## src/rtl/decade_up_counter.sv

```systemverilog
`default_nettype none
// ============================================================================
//  Module      : decade_up_counter
//  Description : Four-digit BCD up counter (0000..9999) with an optional
//                2-flop input synchronizer, rising-edge tick detection,
//                saturating BCD parallel load and a one-cycle wrap pulse.
//  Revision    : 1.0 - initial release
// ============================================================================
module decade_up_counter #(
    parameter int SYNC_IN = 1
) (
    input  logic        clock,
    input  logic        reset,
    input  logic        enable,
    input  logic        in_pulse,
    input  logic        load,
    input  logic [15:0] load_value,
    output logic [15:0] cur_value,
    output logic        out_pulse
);

    localparam int         c_NUM_DIGITS = 4;
    localparam logic [3:0] c_MAX_DIGIT  = 4'd9;

    // ------------------------------------------------------------------------
    // Capture path: w_s2 is the clock-domain view of in_pulse, r_s3 is the
    // same signal one cycle older. A tick is the cycle where w_s2 has just
    // risen, so a level held high yields exactly one tick.
    // ------------------------------------------------------------------------
    logic w_s2;
    logic r_s3;
    logic w_tick;
    logic w_count_en;

    generate
        if (SYNC_IN != 0) begin : g_sync
            logic r_s1;
            logic r_s2;

            // Two-flop synchronizer for an asynchronous in_pulse
            always_ff @(posedge clock) begin
                if (reset) begin
                    r_s1 <= 1'b0;
                    r_s2 <= 1'b0;
                end else begin
                    r_s1 <= in_pulse;
                    r_s2 <= r_s1;
                end
            end

            assign w_s2 = r_s2;
        end else begin : g_no_sync
            // Input is already synchronous: tick is seen on the same edge
            assign w_s2 = in_pulse;
        end
    endgenerate

    // Edge-detect history register; runs independently of enable and load
    always_ff @(posedge clock) begin
        if (reset) begin
            r_s3 <= 1'b0;
        end else begin
            r_s3 <= w_s2;
        end
    end

    assign w_tick     = w_s2 & ~r_s3;
    // A disabled tick is simply lost; nothing remembers it for later
    assign w_count_en = w_tick & enable;

    // ------------------------------------------------------------------------
    // Per-digit datapath: incremented value with a combinational carry chain
    // and the saturated (BCD-clean) version of load_value.
    // w_carry[d] is the carry into digit d; w_carry[0] is the increment itself,
    // w_carry[c_NUM_DIGITS] is set only when the count is 9999 (full wrap).
    // ------------------------------------------------------------------------
    logic [15:0]             r_value;
    logic                    r_out_pulse;
    logic [15:0]             w_inc_value;
    logic [15:0]             w_load_sat;
    logic [c_NUM_DIGITS:0]   w_carry;
    logic                    w_wrap;

    assign w_carry[0] = 1'b1;

    generate
        for (genvar gi = 0; gi < c_NUM_DIGITS; gi++) begin : g_digit
            logic [3:0] w_cur_digit;
            logic [3:0] w_load_digit;
            logic [3:0] w_inc_digit;

            assign w_cur_digit  = r_value[4*gi +: 4];
            assign w_load_digit = load_value[4*gi +: 4];

            // Out-of-range load digits are clamped so the count stays BCD
            assign w_load_sat[4*gi +: 4] = (w_load_digit > c_MAX_DIGIT) ? c_MAX_DIGIT
                                                                        : w_load_digit;

            // Carry out of this digit when it receives a carry and is at 9
            assign w_carry[gi+1] = w_carry[gi] & (w_cur_digit >= c_MAX_DIGIT);

            // Next digit value for an increment: roll 9 to 0, else add one
            always_comb begin
                w_inc_digit = w_cur_digit;
                if (w_carry[gi]) begin
                    if (w_cur_digit >= c_MAX_DIGIT) begin
                        w_inc_digit = 4'd0;
                    end else begin
                        w_inc_digit = w_cur_digit + 4'd1;
                    end
                end
            end

            assign w_inc_value[4*gi +: 4] = w_inc_digit;
        end
    endgenerate

    assign w_wrap = w_carry[c_NUM_DIGITS];

    // Count register: reset beats load, load beats a counted tick; the whole
    // four-digit result is written in one edge so no ripple is ever visible
    always_ff @(posedge clock) begin
        if (reset) begin
            r_value     <= 16'h0000;
            r_out_pulse <= 1'b0;
        end else begin
            r_out_pulse <= 1'b0;
            if (load) begin
                r_value <= w_load_sat;
            end else if (w_count_en) begin
                r_value     <= w_inc_value;
                r_out_pulse <= w_wrap;
            end
        end
    end

    assign cur_value = r_value;
    assign out_pulse = r_out_pulse;

endmodule
`default_nettype wire

```

## config.mk

```make
export PLATFORM = sky130hd
export DESIGN_NAME = decade_up_counter
export DESIGN_NICKNAME = d
export VERILOG_FILES = /design/src/rtl/decade_up_counter.sv
export SDC_FILE = /design/constraint.sdc
export NUM_CORES = 1
export LEC_CHECK = 0
export CORE_MARGIN = 1.5
export CORE_UTILIZATION = 35
export CTS_BUF_LIST = sky130_fd_sc_hd__clkbuf_4
export CTS_CLUSTER_DIAMETER = 40
export DETAILED_ROUTE_END_ITERATION = 8
export MAX_ROUTING_LAYER = met4
export PLACE_DENSITY = 0.64
export SLEW_MARGIN = 10
export SYNTH_ARGS = -nofsm -noshare
export SYNTH_HDL_FRONTEND = slang
export SYNTH_SLANG_ARGS = --single-unit
```

## constraint.sdc

```tcl
create_clock -name clock -period 3.7 [get_ports clock]
set_input_delay 0.74 -clock clock [delete_from_list [all_inputs] [get_ports clock]]
set_output_delay 0.74 -clock clock [all_outputs]
set_load 0.02 [all_outputs]
```

==> results.yml <==
timing:
  min_period_ps: 2370
  timing.fmax_mhz: 421
  worstMarginPinSlew_ps: 780
  finalCritPeriodShare_pct: 64.1
  slew_viol_final: 0
  finalClockSkew_ps: 1.22
  maxSlewHeadroom_pct: 47.8
  setup_tns_ps: 0
  hold_viol: 0
  rsz0062_at_grt: "false"
  setup_violations: 0
worst_setup_path:
  crit_type: "in -> reg"
  worstPathMaxFanout: 12
  worstPathRequired_ps: 3890
  r2r_end: "cur_value[8]"
  worst-path-buf-inv: 2
  endpoint: "cur_value[2]"
  crit_path_start_kind: "input pin"
  worstPathArrival_ps: 2560
  max_stage_delay_ps: 830
  path_depth: 5
  path_cells: "clkdlybuf4s50_1, clkinv_1, o21ai_0, a21oi_1, a2111oi_0"
  reg2regPathDepth: 6
  crit_slowest_cell: "clkdlybuf4s50_1"
  r2r_setup_slack_ps: 1790
  worstSetupEndpointType: "register"
  rr_startpoint: "cur_value[0]"
  startpoint: "load"
  crit_family: "buffers and inverters"
route:
  drc: 0
  wirelength_um: 3540
  vias_per_cell: 5.44
  drt_iter0_markers: 45
  wl_per_cell_um: 14.7
  firstDrtPassIters: 4
  ant_nets: 0
  num_vias: 1305
global_routing:
  antenna_found_initial: 0
  track_usage_pct: 18.6
  grt.overflow.total: 0
  grt_max_degree: 22
  grt_pass1_wl_um: 6150
  grt_pass1_vias: 1323
synthesis:
  synth_seq_cells: 20
  synthTopCellsByArea: "dfxtp_1 29%, ha_1 11%, a211oi_1 6.1%"
  synth_cell_types: 44
  syn_inst: 158
  ys_warn_count: 0
  syn_avg_cell_area_um2: 8.61
  synth_area_leader_cell: "dfxtp_1"
  syn_area_mm2: 0.00136
  synth_top_area_share_pct: 29.4
  seq_area_frac_synth_pct: 29.4
  syn-num-nets: 191
power_and_ir_drop:
  power_switching_uw: 170
  vdd_drop_max_mv: 0.145
  sw_frac_of_total_pct: 33.0
  pwr-share-seq_pct: 48.1
  p_clk_share_pct: 21.4
  power_density_mw_per_mm2: 288
  combPwrFrac_pct: 30.5
  p_leak_nw: 0.648
  power_uw: 513
  intPower_uw: 344
placed_design:
  port_buffers: 37
  place.gp.congestion: 0.979
  place_hpwl_um: 2650
cells_and_area:
  n_antenna_cell: 0
  final_common_cell: "clkdlybuf4s50_1"
  final_cell_mix: "37 x clkdlybuf4s50_1, 20 x dfxtp_1, 16 x inv_1, 12 x ha_1"
  drive_gt1_share_pct: 7.81
  syn_to_final_growth_pct: 31.0
  final_nets: 226
  final_util_pct: 48.3
cts:
  htreeDepth: 1
  cts-root-buf: "clkbuf_4"
  cts_resized: 0
  clk_path_buf_depth: 2
  numCtsBuffers: 3
  hold_buffers: 0
  post_cts.repair.setup_buffers: 0
  cts_num_sinks: 20
  cts_tree: "yes"
  clock_latency_ps: 300
  cts.clk_slew.worst_paths_ps: 120
die:
  dieArea_mm2: 0.00427
  num_rows: 22
  coreArea_mm2: 0.00369
  io-pin-count: 38
  chipHeight_um: 65.3
  start_util_pct: 36.9
  die_w_um: 65.3
worst_hold_path:
  min_path_type: "reg -> reg"
run:
  drv_cap: 0
outcome:
  status: "finished, final reports clean"
## worst min-delay path by stage
stage / from / endpoint / slack (ps) / depth (start not counted)
final: g_sync.r_s1 / g_sync.r_s2 / 460 / 1
after global routing: g_sync.r_s1 / g_sync.r_s2 / 480 / 1
after CTS: g_sync.r_s1 / g_sync.r_s2 / 470 / 1
after detailed placement: g_sync.r_s1 / g_sync.r_s2 / 450 / 1
after global placement: g_sync.r_s1 / g_sync.r_s2 / 420 / 1
after floorplan: g_sync.r_s1 / g_sync.r_s2 / 410 / 1
## final cells by class
cell class	count	area, µm²
repair buffers	38	378
fillers	373	1910
clock buffers	3	22.5
inverters	17	63.8
multi-input cells	113	853
well taps	48	60.1
flip-flops and latches	20	400
clock inverters	1	3.75
## synthesized netlist by cell type, drive strengths merged
cell      n
dfxtp    20
inv      16
a211oi   12
ha       12
a21oi    11
o21ai    11
nand2     9
nor2      6
buf       5
a2111oi   4
a31oi     4
or3b      4
a311oi    3
a32oi     3
clkbuf    3
nand2b    3
nand3     3
nor2b     3
a21o      2
a22oi     2
and3      2
nand3b    2
nor3      2
o21a      2
xnor2     2
a221oi    1
a31o      1
a41o      1
and3b     1
clkinv    1
nor3b     1
nor4      1
o2111ai   1
o211a     1
o32ai     1
o41ai     1
or4       1
## flip-flops by register name, summed over array words and instances (netlist names)
name / count
cur_value: 16
g_sync.r_s1: 1
g_sync.r_s2: 1
out_pulse: 1
r_s3: 1
## kinds of logic (layout without fill, tap and decap cells)
logic type,Yosys count,count (layout),share of synthesized area [%]
buffers and inverters,25,59,7.82
DFF,20,20,29.4
and+or+nand+nor,38,38,16.1
AOI/OAI and AO/OA,61,61,34.3
adders and majority gates,12,12,11.0
xor gates and xnor gates,2,2,1.29
## power groups by stage
stage / registers (mW) / clock network, mW / logic, mW
CTS: 0.247 / 0.117 / 0.157
floorplan: 0.259 / 0 / 0.0834
detailed placement: 0.251 / 0 / 0.157
finish: 0.247 / 0.110 / 0.157
global placement: 0.251 / 0 / 0.153
global route: 0.250 / 0.124 / 0.172
## through the flow
stage | cells | instance area (µm²) | worst slack [ps] | hold slack (ps)
2_1_floorplan | 158 | 1360 | 1820 | 414
3_3_place_gp | 236 | 1760 | 1070 | 423
3_5_place_dp | 236 | 1760 | 980 | 449
4_1_cts | 240 | 1780 | 1340 | 467
5_1_grt | 240 | 1780 | 1170 | 485
6_report | 240 | 1780 | 1330 | 464
## layer usage
layer / vias to the layer above / GRT usage (%) / wire length, µm
met2: 39 / 33.2 / 1790
met1: 609 / 22.2 / 1580
met4: 0 / 4.69 / 14
met3: 2 / 2.23 / 156
met5: - / - / 0
li1: 655 / - / -
No activity file was read; power rests on OpenSTA's default activity.
